## src/rtl/truth_sweep_pkg.sv

```systemverilog
// Shared types and sizes for the truth-table sweeper.
// FSM encoding and vector/counter widths.
package truth_sweep_pkg;

  localparam int NUM_VECTORS = 8;
  localparam int IDX_W = 3;
  localparam int CNT_W = 8;

  typedef enum logic [1:0] {
    S_IDLE   = 2'd0,
    S_SETTLE = 2'd1,
    S_SAMPLE = 2'd2,
    S_DONE   = 2'd3
  } state_e;

endpackage

```

## src/rtl/sweep_settle_timer.sv

```systemverilog
// Settle down-counter for the sweeper.
// Loads on SETTLE entry, counts to zero, never wraps.
module sweep_settle_timer
  import truth_sweep_pkg::*;
(
  input  logic             clk,
  input  logic             reset,
  input  logic             load_i,
  input  logic [CNT_W-1:0] load_val_i,
  input  logic             count_i,
  output logic             expire_o
);

  logic [CNT_W-1:0] cnt_q;
  logic [CNT_W-1:0] cnt_d;

  // next count: reload, decrement, or hold at zero
  always_comb begin
    cnt_d = cnt_q;
    if (load_i) begin
      cnt_d = load_val_i;
    end else if (count_i && (cnt_q != '0)) begin
      cnt_d = cnt_q - CNT_W'(1);
    end
  end

  // counter register
  always_ff @(posedge clk) begin
    if (reset) begin
      cnt_q <= '0;
    end else begin
      cnt_q <= cnt_d;
    end
  end

  assign expire_o = (cnt_q == '0);

endmodule

```

## src/rtl/truth_table_sweeper.sv

```systemverilog
// Sweeps a 3-input gate through all 8 input vectors,
// captures its truth table and compares to expected.
module truth_table_sweeper
  import truth_sweep_pkg::*;
#(
  parameter int unsigned SETTLE_CYCLES = 4
) (
  input  logic       clk,
  input  logic       reset,
  input  logic       start,
  input  logic       abort,
  input  logic [7:0] expected,
  output logic [2:0] dut_in,
  input  logic       dut_out,
  output logic       busy,
  output logic       done,
  output logic [7:0] captured,
  output logic [7:0] mismatch,
  output logic       pass
);

  localparam logic [CNT_W-1:0] LOAD_VAL =
    CNT_W'(SETTLE_CYCLES - 1);
  localparam logic [IDX_W-1:0] LAST_IDX =
    IDX_W'(NUM_VECTORS - 1);

  state_e           state_q, state_d;
  logic [IDX_W-1:0] idx_q, idx_d;
  logic [7:0]       exp_q, exp_d;
  logic [7:0]       cap_q, cap_d;
  logic [7:0]       mis_q, mis_d;
  logic             pass_q, pass_d;
  logic             tmr_load;
  logic             tmr_expire;
  logic [IDX_W-1:0] bit_sel;

  assign bit_sel = LAST_IDX - idx_q;

  sweep_settle_timer u_timer (
    .clk        (clk),
    .reset      (reset),
    .load_i     (tmr_load),
    .load_val_i (LOAD_VAL),
    .count_i    (state_q == S_SETTLE),
    .expire_o   (tmr_expire)
  );

  // sweep sequencing, capture and final compare
  always_comb begin
    state_d  = state_q;
    idx_d    = idx_q;
    exp_d    = exp_q;
    cap_d    = cap_q;
    mis_d    = mis_q;
    pass_d   = pass_q;
    tmr_load = 1'b0;
    unique case (state_q)
      S_IDLE: begin
        if (start && !abort) begin
          exp_d    = expected;
          cap_d    = '0;
          mis_d    = '0;
          pass_d   = 1'b0;
          idx_d    = '0;
          tmr_load = 1'b1;
          state_d  = S_SETTLE;
        end
      end
      S_SETTLE: begin
        if (abort) begin
          pass_d  = 1'b0;
          state_d = S_IDLE;
        end else if (tmr_expire) begin
          state_d = S_SAMPLE;
        end
      end
      S_SAMPLE: begin
        if (abort) begin
          pass_d  = 1'b0;
          state_d = S_IDLE;
        end else begin
          cap_d[bit_sel] = dut_out;
          if (idx_q == LAST_IDX) begin
            mis_d   = cap_d ^ exp_q;
            pass_d  = (cap_d == exp_q);
            state_d = S_DONE;
          end else begin
            idx_d    = idx_q + IDX_W'(1);
            tmr_load = 1'b1;
            state_d  = S_SETTLE;
          end
        end
      end
      S_DONE: begin
        state_d = S_IDLE;
      end
      default: begin
        state_d = S_IDLE;
      end
    endcase
  end

  // state and datapath registers
  always_ff @(posedge clk) begin
    if (reset) begin
      state_q <= S_IDLE;
      idx_q   <= '0;
      exp_q   <= '0;
      cap_q   <= '0;
      mis_q   <= '0;
      pass_q  <= 1'b0;
    end else begin
      state_q <= state_d;
      idx_q   <= idx_d;
      exp_q   <= exp_d;
      cap_q   <= cap_d;
      mis_q   <= mis_d;
      pass_q  <= pass_d;
    end
  end

  assign busy     = (state_q != S_IDLE);
  assign done     = (state_q == S_DONE);
  assign dut_in   = ((state_q == S_SETTLE) ||
                     (state_q == S_SAMPLE)) ? idx_q : '0;
  assign captured = cap_q;
  assign mismatch = mis_q;
  assign pass     = pass_q;

endmodule

```

## config.mk

```make
export PLATFORM = sky130hd
export DESIGN_NAME = truth_table_sweeper
export DESIGN_NICKNAME = d
export VERILOG_FILES = /design/src/rtl/truth_sweep_pkg.sv /design/src/rtl/sweep_settle_timer.sv /design/src/rtl/truth_table_sweeper.sv
export SDC_FILE = /design/constraint.sdc
export NUM_CORES = 1
export LEC_CHECK = 0
export CORE_MARGIN = 2
export CORE_UTILIZATION = 52
export CTS_CLUSTER_SIZE = 24
export DETAILED_ROUTE_END_ITERATION = 10
export GPL_ROUTABILITY_DRIVEN = 0
export PLACE_DENSITY = 0.88
export SYNTH_ARGS = -nofsm -noshare
export SYNTH_HDL_FRONTEND = slang
export SYNTH_SLANG_ARGS = --single-unit
```

## constraint.sdc

```tcl
create_clock -name clk -period 2.3 [get_ports clk]
set_input_delay 0.23 -clock clk [delete_from_list [all_inputs] [get_ports clk]]
set_output_delay 0.23 -clock clk [all_outputs]
set_load 0.02 [all_outputs]
```

== Word-level counts from Yosys, hierarchy flattened ==
Cells that the tools add are included.

* Register bits after elaboration: 38
* Memories kept: 0
* Bits in read-only memories: 0
* RAM bits: 0
* Output and inout port bits: 22
* Bits in latches: 0

* Divide/modulo/power cells: 0
* Multiplexer cells: 31
* Bitwise operators: 1
* Equality and inequality tests: 12
* Shift-type cells: 0
* Multipliers: 0
* Add/subtract/negate cells: 3
* Magnitude comparators: 2
* Reduce and logical (&&, ||, !) cells: 19

{| class="wikitable"
|+ Operators with widths
! cell !! count
|-
| 8-bit two-way mux || 4
|-
| 8-bit case mux with 2 select lines || 2
|-
| 2-bit two-way mux || 7
|-
| 3-bit two-way mux || 4
|-
| 4-bit AND reduction || 3
|-
| 2-bit != test, second input constant || 5
|-
| 8-bit bitwise mux || 1
|-
| 8-bit == test || 1
|-
| 8-bit logical NOT || 1
|-
| 1-bit two-way mux || 8
|-
| 2-bit case mux with 4 select lines || 1
|-
| 8-bit nonzero test || 1
|-
| 8-bit by 1-bit subtractor with 8-bit output, second input constant || 1
|-
| 8-bit XOR || 1
|-
| 3-bit != test, second input constant || 2
|-
| 3-bit case mux with 2 select lines || 1
|-
| 2-bit nonzero test || 3
|-
| 2-bit == test, second input constant || 2
|-
| 3-bit by 4-bit < comparator with 1-bit output, second input constant || 1
|-
| 2-bit AND reduction || 2
|-
| 3-bit by 1-bit adder with 3-bit output, second input constant || 1
|-
| 1-bit demux with 3-bit select || 1
|-
| 3-bit == test, second input constant || 1
|-
| 3-bit by 1-bit greater-or-equal comparator with 1-bit output, second input constant || 1
|-
| 11 further kinds || 13
|}

== Logic depth before layout (Yosys ltp) ==
Gate-level depths: netlist of run 1.

* Depth in word-level cells: 10
* Gate-level depth with buffers: 8
* Mapped depth without buffers: 7

== Modules after synthesis ==
Synthesis of run 1 repeated with hierarchy kept, for this count alone.

* Cell total of the unflattened synthesis: 237
* Area, all modules: 2123.3 µm²

{| class="wikitable"
|+ Modules (own cells, without submodules)
! module !! instances !! area an instance (µm²) !! sequential area each (µm²) !! cells an instance
|-
| truth_table_sweeper || 1 || 1607.8 || 600.6 || 178
|-
| sweep_settle_timer || 1 || 515.5 || 160.2 || 59
|}

== Worst setup path before layout of run 1 ==
No wires, ideal clock.

* Path kind: reg2reg
* From: reg state_q[0]
* To: reg mis_q[3] (netlist: mismatch[3])
* Arrival time: 1.674 ns
* Required time: 2.172 ns
* Stages on the path, launching flop included: 8
* Path buffers: 0
* Setup slack: 0.498 ns
* Clock period less this slack: 1.802 ns
* Path through: dfxtp_1 inv_1 ha_1 nand2b_1 a21oi_1 nand2_1 a22oi_1 nor2_1

* Longest elaborated chain between the ends: 3
* Elaborated cells between the ends (all ways): 8
* Classes of those cells: eq/ne (4); mux (1); reduce/logical (3)

{| class="wikitable"
|+ RTL lines
! item !! line !! source
|-
| from (decl) || truth_table_sweeper.sv:27 || <nowiki>state_e state_q, state_d;</nowiki>
|-
| from (signal assigned) || truth_table_sweeper.sv:113 || <nowiki>state_q <= state_d;</nowiki>
|-
| 2-bit == test or 2-bit logical NOT (tied branches) || truth_table_sweeper.sv:57 || <nowiki>unique case (state_q)</nowiki>
|-
| 2-bit != test (no source line) or 2-bit nonzero test (tied branches) || n/a ||
|-
| 4-bit AND reduction (no source line) || n/a ||
|-
| to (signal assigned) || truth_table_sweeper.sv:117 || <nowiki>mis_q <= mis_d;</nowiki>
|-
| to (decl) || truth_table_sweeper.sv:31 || <nowiki>logic [7:0] mis_q, mis_d;</nowiki>
|}

Parallel ways exist; a longest one is shown, timed or not.
A chain may end at the register's enable or synchronous reset.

== Worst setup path after layout of run 1 ==
* From: reg state_q[1]
* To: out dut_in[1]

* Longest elaborated chain between the ends: 3
* Elaborated cells between the ends (all ways): 4
* Classes of those cells: eq/ne (2); mux (1); reduce/logical (1)

{| class="wikitable"
|+ RTL lines
! item !! line !! source
|-
| 2-bit by 1-bit == test with 1-bit output or 2-bit == test (tied branches) || truth_table_sweeper.sv:124, truth_table_sweeper.sv:125 ||
|-
| 1-bit logical OR * || truth_table_sweeper.sv:124 || <nowiki>assign dut_in = ((state_q == S_SETTLE) ||</nowiki>
|-
| 3-bit two-way mux * || truth_table_sweeper.sv:125 || <nowiki>(state_q == S_SAMPLE)) ? idx_q : '0;</nowiki>
|-
| to (decl) || truth_table_sweeper.sv:13 || <nowiki>output logic [2:0] dut_in,</nowiki>
|}

Mark *: on every way between the ends. The rest lies on a longest branch, timed or not.

==> impl_metrics.toml, run 1 <==
[synthesis]
synthSimpleGateAreaFrac_pct = 20.2
synth_cells = 222
synth-seq-cells = 38
yosys-top-cells-area = "dfxtp_1, ha_1, nor2_1"
ys_types = 44
syn_area_um2 = 1970
synth_nets = 244
muxShareOfSynthArea_pct = 4.57
synth_top_area_cell = "dfxtp_1"
synth_warnings = 0
synth_top_family_by_area = "compound AO/OA/AOI/OAI gates"
synth.avg_cell_area_um2 = 8.89
synth_xor_xnor_area_share_pct = 6.21
synth_top_cell_area_share_pct = 38.6
synth_compound_area_share_pct = 21.1
ys_seq_area_share_pct = 38.6
synthAdderAreaFrac_pct = 5.71

[power_and_ir_drop]
powerDensity_nw_per_um2 = 717
ir_worst_vdd_v = 0.000418
p_leak_nw = 0.908
report.power.total_mw = 1.76

[setup_path]
worstPathRequired_ns = 2.07
timing.reg2reg.setup_slack_ns = 0.38
start_kind = "flip-flop"
cp-endpoint = "dut_in[1]"
path_class = "flip-flop to output port"
end_kind = "output port"
regToRegStartpoint = "state_q[1]$_SDFFE_PP0P_"
cp.arrival_ns = 1.83
regToRegEndpoint = "mismatch[6]$_SDFFE_PP0P_"
cp_max_fo = 4
reg2reg_depth = 8
crit_start = "state_q[1]$_SDFFE_PP0P_"

[timing]
final-setup-viol-count = 0
worst_slack_ns = 0.243
hold_viol_final = 0
fmax_ghz = 0.486
clock_skew_ns = 0.00457
setup_tns_ns = 0
tightest_slew_ns = 0.558
slew_headroom_pct = 62.7
drv_slew = 0
min_period_ns = 2.06
holdWs_ns = 0.476
finalCritPeriodShare_pct = 89.4
rsz0062_at_grt = "no"

[die]
die_width_um = 65.6
start_util_pct = 53.9
core_um2 = 3660
io_pins = 35
die_area_um2 = 4300
die_h_um = 65.6
fp-row-count = 22

[finish]
final_area_um2 = 2460
fin_nets = 277
diodes = 0
layout-drive-gt1-share_pct = 9.77
final_util_pct = 67.1
fin_cells = 304
area_delta_synth_final_pct = 24.5

[clocking]
clk-insertion-delay-late_ns = 0.29
cts-root-buf = "clkbuf_8"
ctsHoldBuffers = 0
cts_buffer_depth = 2
cts_resized = 0
post_cts_buffers = 0
cts_num_sinks = 38
cts_tree = "built"
cts.htree.levels = 2
clkTransAtPathRegs_ns = 0.07
cts_made_buffers = 5

[flow_run]
max_cap_violations = 0

[placed_design]
portBuffers = 34
placed_cells = 296
placed_area_um2 = 2350
place_hpwl_um = 3000
preCtsSetupSlack_ns = 0.360

[routing]
vias = 1675
drc_errors = 0
routedWlPerCell_um = 13.5
vias_per_cell = 5.51
drtPass1Iterations = 4
postRouteAntennaNets = 0
drt-total-wl_um = 4100
drtIter0Drc = 132

[grt]
grt.total_usage_pct = 21.6
grt_pass1_wl_um = 7150
grt-ovfl-total = 0
grt_pass1_vias = 1623
grt_max_degree = 21
antenna_found_initial = 0

[min_path]
hold_path.class = "flip-flop to flip-flop"

[run_status]
status = "complete, no violations"
per-layer routing:
| layer | wire (um) | part of all wire, % | global-route usage (%) |
|---|---|---|---|
| met5 | 0 | 0 | 0 |
| met4 | 46 | 1.1 | 7.29 |
| met3 | 150 | 3.7 | 5.14 |
| met1 | 1900 | 46 | 26.1 |
| met2 | 2000 | 49 | 37.4 |
power breakdown:
| group | switching [mW] | internal (mW) | leakage (nW) |
|---|---|---|---|
| clock | 0.233 | 0.319 | 0.0579 |
| sequential | 0.0480 | 0.710 | 0.308 |
| combinational | 0.241 | 0.209 | 0.542 |
| total | 0.523 | 1.24 | 0.908 |
sequential cells by signal (all words and copies together) (netlist names):
register       count
idx_q              3
pass               1
u_timer.cnt_q      8
captured           8
exp_q              8
state_q            2
mismatch           8
critical path, stage by stage (launching register included):
cell and delay, ns:
dfxtp_1 0.39, inv_1 0.10, ha_1 0.32, and2_1 0.13, clkdlybuf4s50_1 0.59
how the worst min path moves through the flow:
| stage | cells after the start | slack, ns | start | endpoint |
|---|---|---|---|---|
| global placement | 2 | 0.46 | exp_q[6]$_SDFFE_PP0P_ | exp_q[6]$_SDFFE_PP0P_ |
| floorplan | 2 | 0.37 | expected[0] | exp_q[0]$_SDFFE_PP0P_ |
| finish | 2 | 0.48 | exp_q[6]$_SDFFE_PP0P_ | exp_q[6]$_SDFFE_PP0P_ |
| detailed placement | 2 | 0.46 | exp_q[6]$_SDFFE_PP0P_ | exp_q[6]$_SDFFE_PP0P_ |
| global route | 3 | 0.49 | expected[3] | exp_q[3]$_SDFFE_PP0P_ |
| CTS | 2 | 0.47 | exp_q[6]$_SDFFE_PP0P_ | exp_q[6]$_SDFFE_PP0P_ |
cells in the mapped netlist, drive strengths merged:
cell      n
or3b      1
nand3b    3
xor2      4
nand2b    4
xnor2    10
nor4b     1
a32oi     4
nor4      1
nor2     28
nor3      3
buf       6
clkbuf    5
o211ai    1
o31ai     2
a211oi    1
or3       2
nand3     2
ha        9
nand2    24
dfxtp    38
inv       7
and2      4
nor3b     4
a2111o    1
a22oi    10
a2bb2oi   4
a21bo     4
mux2i     9
a21o      2
a21oi    14
or2       1
or4       1
a31o      1
and4b     1
o2111ai   2
o31a      1
o21ai     7
placed cells by master, fill, tap and decap left out, drive strengths merged, types with 2 or more instances in the layout:
cell / instances
a21bo: 4
a21o: 2
a21oi: 14
a22oi: 10
a2bb2oi: 4
a32oi: 4
and2: 4
buf: 3
clkbuf: 5
clkdlybuf4s50: 34
clkinv: 2
dfxtp: 38
ha: 9
inv: 7
mux2i: 9
nand2: 24
nand2b: 4
nand3: 2
nand3b: 3
nor2: 28
nor3: 3
nor3b: 4
o2111ai: 2
o21ai: 7
o31ai: 2
or3: 2
xnor2: 10
xor2: 4
final cells by class:
cell class | instances | area (um^2)
Clock inverter | 3 | 40.0
Sequential cell | 38 | 761
Inverter | 7 | 26.3
Tap cell | 48 | 60.1
Multi-Input combinational cell | 166 | 1140
Timing Repair Buffer | 37 | 363
Fill cell | 303 | 1200
Clock buffer | 5 | 68.8
cells by family (layout without fill, tap and decap cells):
family,after synthesis,in the layout
AND/OR/NAND/NOR,80,80
AO/OA/AOI/OAI,54,54
flip-flops,38,38
buffers and inverters,18,52
XOR/XNOR,14,14
adder cells (fa/ha/maj),9,9
multiplexers,9,9
Note: power is estimated with default switching activity, not from simulation.
==> run 2: changes to the inputs <==
Settings changed: REMOVE_ABC_BUFFERS from default to 1.
==> impl_metrics.toml, run 2 (synthesized netlist as in run 1, its figures left out) <==
[timing]
fmax_ghz = 0.493
holdWs_ns = 0.470
min_period_ns = 2.03
drv_slew = 0
setup_tns_ns = 0
finalCritPeriodShare_pct = 88.2
tightest_slew_ns = 0.532
hold_viol_final = 0
final-setup-viol-count = 0
rsz0062_at_grt = "no"
clock_skew_ns = 0.0108
slew_headroom_pct = 64.4

[grt]
antenna_found_initial = 0
grt.total_usage_pct = 21.5
grt_pass1_wl_um = 7110
grt_max_degree = 19
grt-ovfl-total = 0
grt_pass1_vias = 1534

[routing]
drc_errors = 0
drtPass1Iterations = 5
vias = 1640
drt-total-wl_um = 4240
drtIter0Drc = 139
vias_per_cell = 5.38
postRouteAntennaNets = 0
routedWlPerCell_um = 13.9

[setup_path]
crit_chain = "inv_1 -> ha_1 -> and2_1 -> clkdlybuf4s50_1"
worstPathRequired_ns = 2.07
end_kind = "output port"
critPathBufInv = 2
cp_slowest_cell = "clkdlybuf4s50_1"
cp.arrival_ns = 1.80
cp_max_fo = 4
crit_start = "state_q[1]$_SDFFE_PP0P_"
path_class = "flip-flop to output port"
path_delay_family = "buffers and inverters"
start_kind = "flip-flop"
regToRegStartpoint = "u_timer.cnt_q[0]$_SDFFE_PP0P_"
cpPeakStageDelay_ns = 0.59

[clocking]
cts_resized = 0
clk-insertion-delay-late_ns = 0.30
clkTransAtPathRegs_ns = 0.08
cts_made_buffers = 5
cts_buffer_depth = 2
post_cts_buffers = 0
cts_num_sinks = 38
ctsHoldBuffers = 0
cts-root-buf = "clkbuf_8"
cts.htree.levels = 2
cts_tree = "built"

[finish]
final_util_pct = 68.1
area_delta_synth_final_pct = 26.4
diodes = 0
layout_common_cells = "dfxtp_1, clkdlybuf4s50_1, nor2_1"
final_common_cell = "dfxtp_1"
fin_nets = 278
layout-drive-gt1-share_pct = 10.1
final_area_um2 = 2490

[placed_design]
placed_area_um2 = 2360
portBuffers = 34
place_hpwl_um = 3050

[power_and_ir_drop]
report.power.total_mw = 1.91
powerDensity_nw_per_um2 = 764
ir_worst_vdd_v = 0.000523
p_leak_nw = 0.923

[die]
die_width_um = 65.6
core_um2 = 3660
start_util_pct = 53.9
die_h_um = 65.6
fp-row-count = 22
io_pins = 35
die_area_um2 = 4300

[flow_run]
max_cap_violations = 0

[min_path]
holdCritStartpoint = "exp_q[4]$_SDFFE_PP0P_"
hold_path.class = "flip-flop to flip-flop"

[run_status]
status = "complete, no violations"
-- run 2: worst register-to-register path, stage by stage, from the launching register on --
cell and delay [ns]:
dfxtp_1 0.33, inv_1 0.12, ha_1 0.15, or3b_4 0.40, o31ai_4 0.23, o21ai_2 0.10
a2111o_1 0.41, a21oi_2 0.12
-- run 2: where the power goes --
part	internal [mW]	switching [mW]
clock network	0.434	0.249
registers	0.710	0.0508
logic	0.210	0.251
total	1.35	0.550
-- run 2: worst paths after layout --
check                                               end  slack, ns  cells past startpoint
worst max register to register  state_q[1]$_SDFFE_PP0P_       0.38                      7
worst max-delay path                          dut_in[0]       0.27                      4
worst min register to register    exp_q[4]$_SDFFE_PP0P_       0.47                      2
worst min-delay path              exp_q[4]$_SDFFE_PP0P_       0.47                      2
-- run 2: per-layer routing --
| layer | vias up | wire [um] | track usage [%] |
|---|---|---|---|
| met1 | 753 | 1960 | 27.9 |
| met3 | 6 | 155 | 3.42 |
| li1 | 846 | - | - |
| met5 | - | 0 | 0 |
| met4 | 0 | 69 | 10.2 |
| met2 | 35 | 2060 | 34.9 |
-- run 2: cell type report --
class,count,area [um^2]
fill,305,1170
multi-input combinational,166,1140
sequential,38,761
timing repair buffer,38,370
clock buffer,5,68.8
clock inverter,3,68.8
tap,48,60.1
inverter,7,26.3
-- run 2: through the flow --
step,worst slack [ns],instances
3_5_place_dp,0.374,297
4_1_cts,0.258,305
3_3_place_gp,0.370,297
5_1_grt,0.180,305
2_1_floorplan,0.504,211
6_report,0.271,305
==> run 3: changes to the inputs <==
Clock period 2.3 ns to 2.05 ns, I/O delays scaled along.
==> impl_metrics.toml, run 3 (synthesized netlist as in run 1, its figures left out) <==
[die]
io_pins = 35
fp-row-count = 22
start_util_pct = 53.9
die_area_um2 = 4300
die_h_um = 65.6
core_um2 = 3660
die_width_um = 65.6

[timing]
final-setup-viol-count = 0
drv_slew = 0
hold_viol_final = 0
finalCritPeriodShare_pct = 94.5
setup_tns_ns = 0
slew_headroom_pct = 65.7
tightest_slew_ns = 0.513
rsz0062_at_grt = "no"
clock_skew_ns = 0.00405
fmax_ghz = 0.516
holdWs_ns = 0.451
min_period_ns = 1.94

[finish]
layout_common_cells = "dfxtp_1, clkdlybuf4s50_1, nor2_1"
final_util_pct = 68.7
area_delta_synth_final_pct = 27.4
final_common_cell = "dfxtp_1"
layout-drive-gt1-share_pct = 11.2
fin_cells = 306
fin_nets = 279
diodes = 0

[routing]
drtIter0Drc = 155
vias = 1682
postRouteAntennaNets = 0
routedWlPerCell_um = 14.1
drc_errors = 0
drt-total-wl_um = 4330
vias_per_cell = 5.50
drtPass1Iterations = 4

[power_and_ir_drop]
clockPowerShare_pct = 35.6
seq_power_share_pct = 39.8
power_frac_comb_pct = 24.6
powerDensity_nw_per_um2 = 852
internal_power_mw = 1.52
swShare_pct = 28.8
p_leak_nw = 0.982
p_switching_mw = 0.617
ir_worst_vdd_v = 0.000565

[placed_design]
place_hpwl_um = 3040
placed_cells = 298
portBuffers = 34

[setup_path]
end_kind = "flip-flop"
start_kind = "flip-flop"
path_class = "flip-flop to flip-flop"
cp.arrival_ns = 2.16
worstPathRequired_ns = 2.28
cp_max_fo = 4

[clocking]
cts-root-buf = "clkbuf_8"
clkTransAtPathRegs_ns = 0.08
cts_num_sinks = 38
clk-insertion-delay-late_ns = 0.29
cts_made_buffers = 5
cts_tree = "built"
cts.htree.levels = 2
post_cts_buffers = 0
cts_buffer_depth = 2

[grt]
grt-ovfl-total = 0
grt.total_usage_pct = 22.6
grt_pass1_vias = 1640
grt_max_degree = 14
grt_pass1_wl_um = 7560
antenna_found_initial = 0

[min_path]
hold_path.class = "input pin to flip-flop"

[flow_run]
max_cap_violations = 0

[run_status]
status = "complete, no violations"
run 3: cell count changes in the layout (fill, tap and decap cells not counted):
cell,before,now
ha_2,0,2
dlymetal6s2s_1,0,3
buf_4,4,5
clkdlybuf4s50_1,34,31
ha_1,9,7
run 3: through the flow:
step	power, mW	instance area [um^2]	worst slack, ns
after global routing	2.26	2510	0.00350
after detailed placement	1.38	2360	0.139
after global placement	1.36	2360	0.198
after CTS	2.15	2500	0.0211
final	2.14	2510	0.114
after floorplan	1.24	1930	0.254
run 3: final cells by class:
type                       count  area, um^2
fill                         282        1150
multi-input combinational    166        1140
sequential                    38         761
timing repair buffer          39         385
clock buffer                   5        68.8
clock inverter                 3        68.8
tap                           48        60.1
inverter                       7        26.3
run 3: routing by layer:
metal	up-vias	wire (um)	GRT usage, %
met5	-	0	0
met1	781	1910	28.6
li1	847	-	-
met2	43	2130	37.8
met4	0	87	8.33
met3	11	197	4.97
run 3: what timing repair did:
| action | in CTS | in global routing |
|---|---|---|
| gates resized for setup | 0 | 5 |
| hold buffers | 0 | 0 |
| endpoints found under the setup margin | 0 | 13 |
run 3: critical path, cell delays in order (launching register included):
cell and delay [ns]:
dfxtp_1 0.32, inv_1 0.10, ha_1 0.16, or3b_4 0.40
o31ai_4 0.23, o21ai_2 0.10, a2111o_1 0.42, a21oi_2 0.13
run 3: worst paths after layout:
check	from	to	slack (ns)	depth (start not counted)
max	u_timer.cnt_q[0]$_SDFFE_PP0P_	state_q[1]$_SDFFE_PP0P_	0.11	7
min	expected[4]	exp_q[4]$_SDFFE_PP0P_	0.45	3
max reg2reg	u_timer.cnt_q[0]$_SDFFE_PP0P_	state_q[1]$_SDFFE_PP0P_	0.11	7
min reg2reg	exp_q[6]$_SDFFE_PP0P_	exp_q[6]$_SDFFE_PP0P_	0.47	2
run 3: power by group through the flow:
stage	clock [mW]	sequential, mW	combinational [mW]
after floorplan	0	0.856	0.386
after global placement	0	0.865	0.491
after detailed placement	0	0.867	0.508
after CTS	0.775	0.851	0.526
after global routing	0.808	0.861	0.593
final	0.761	0.852	0.528
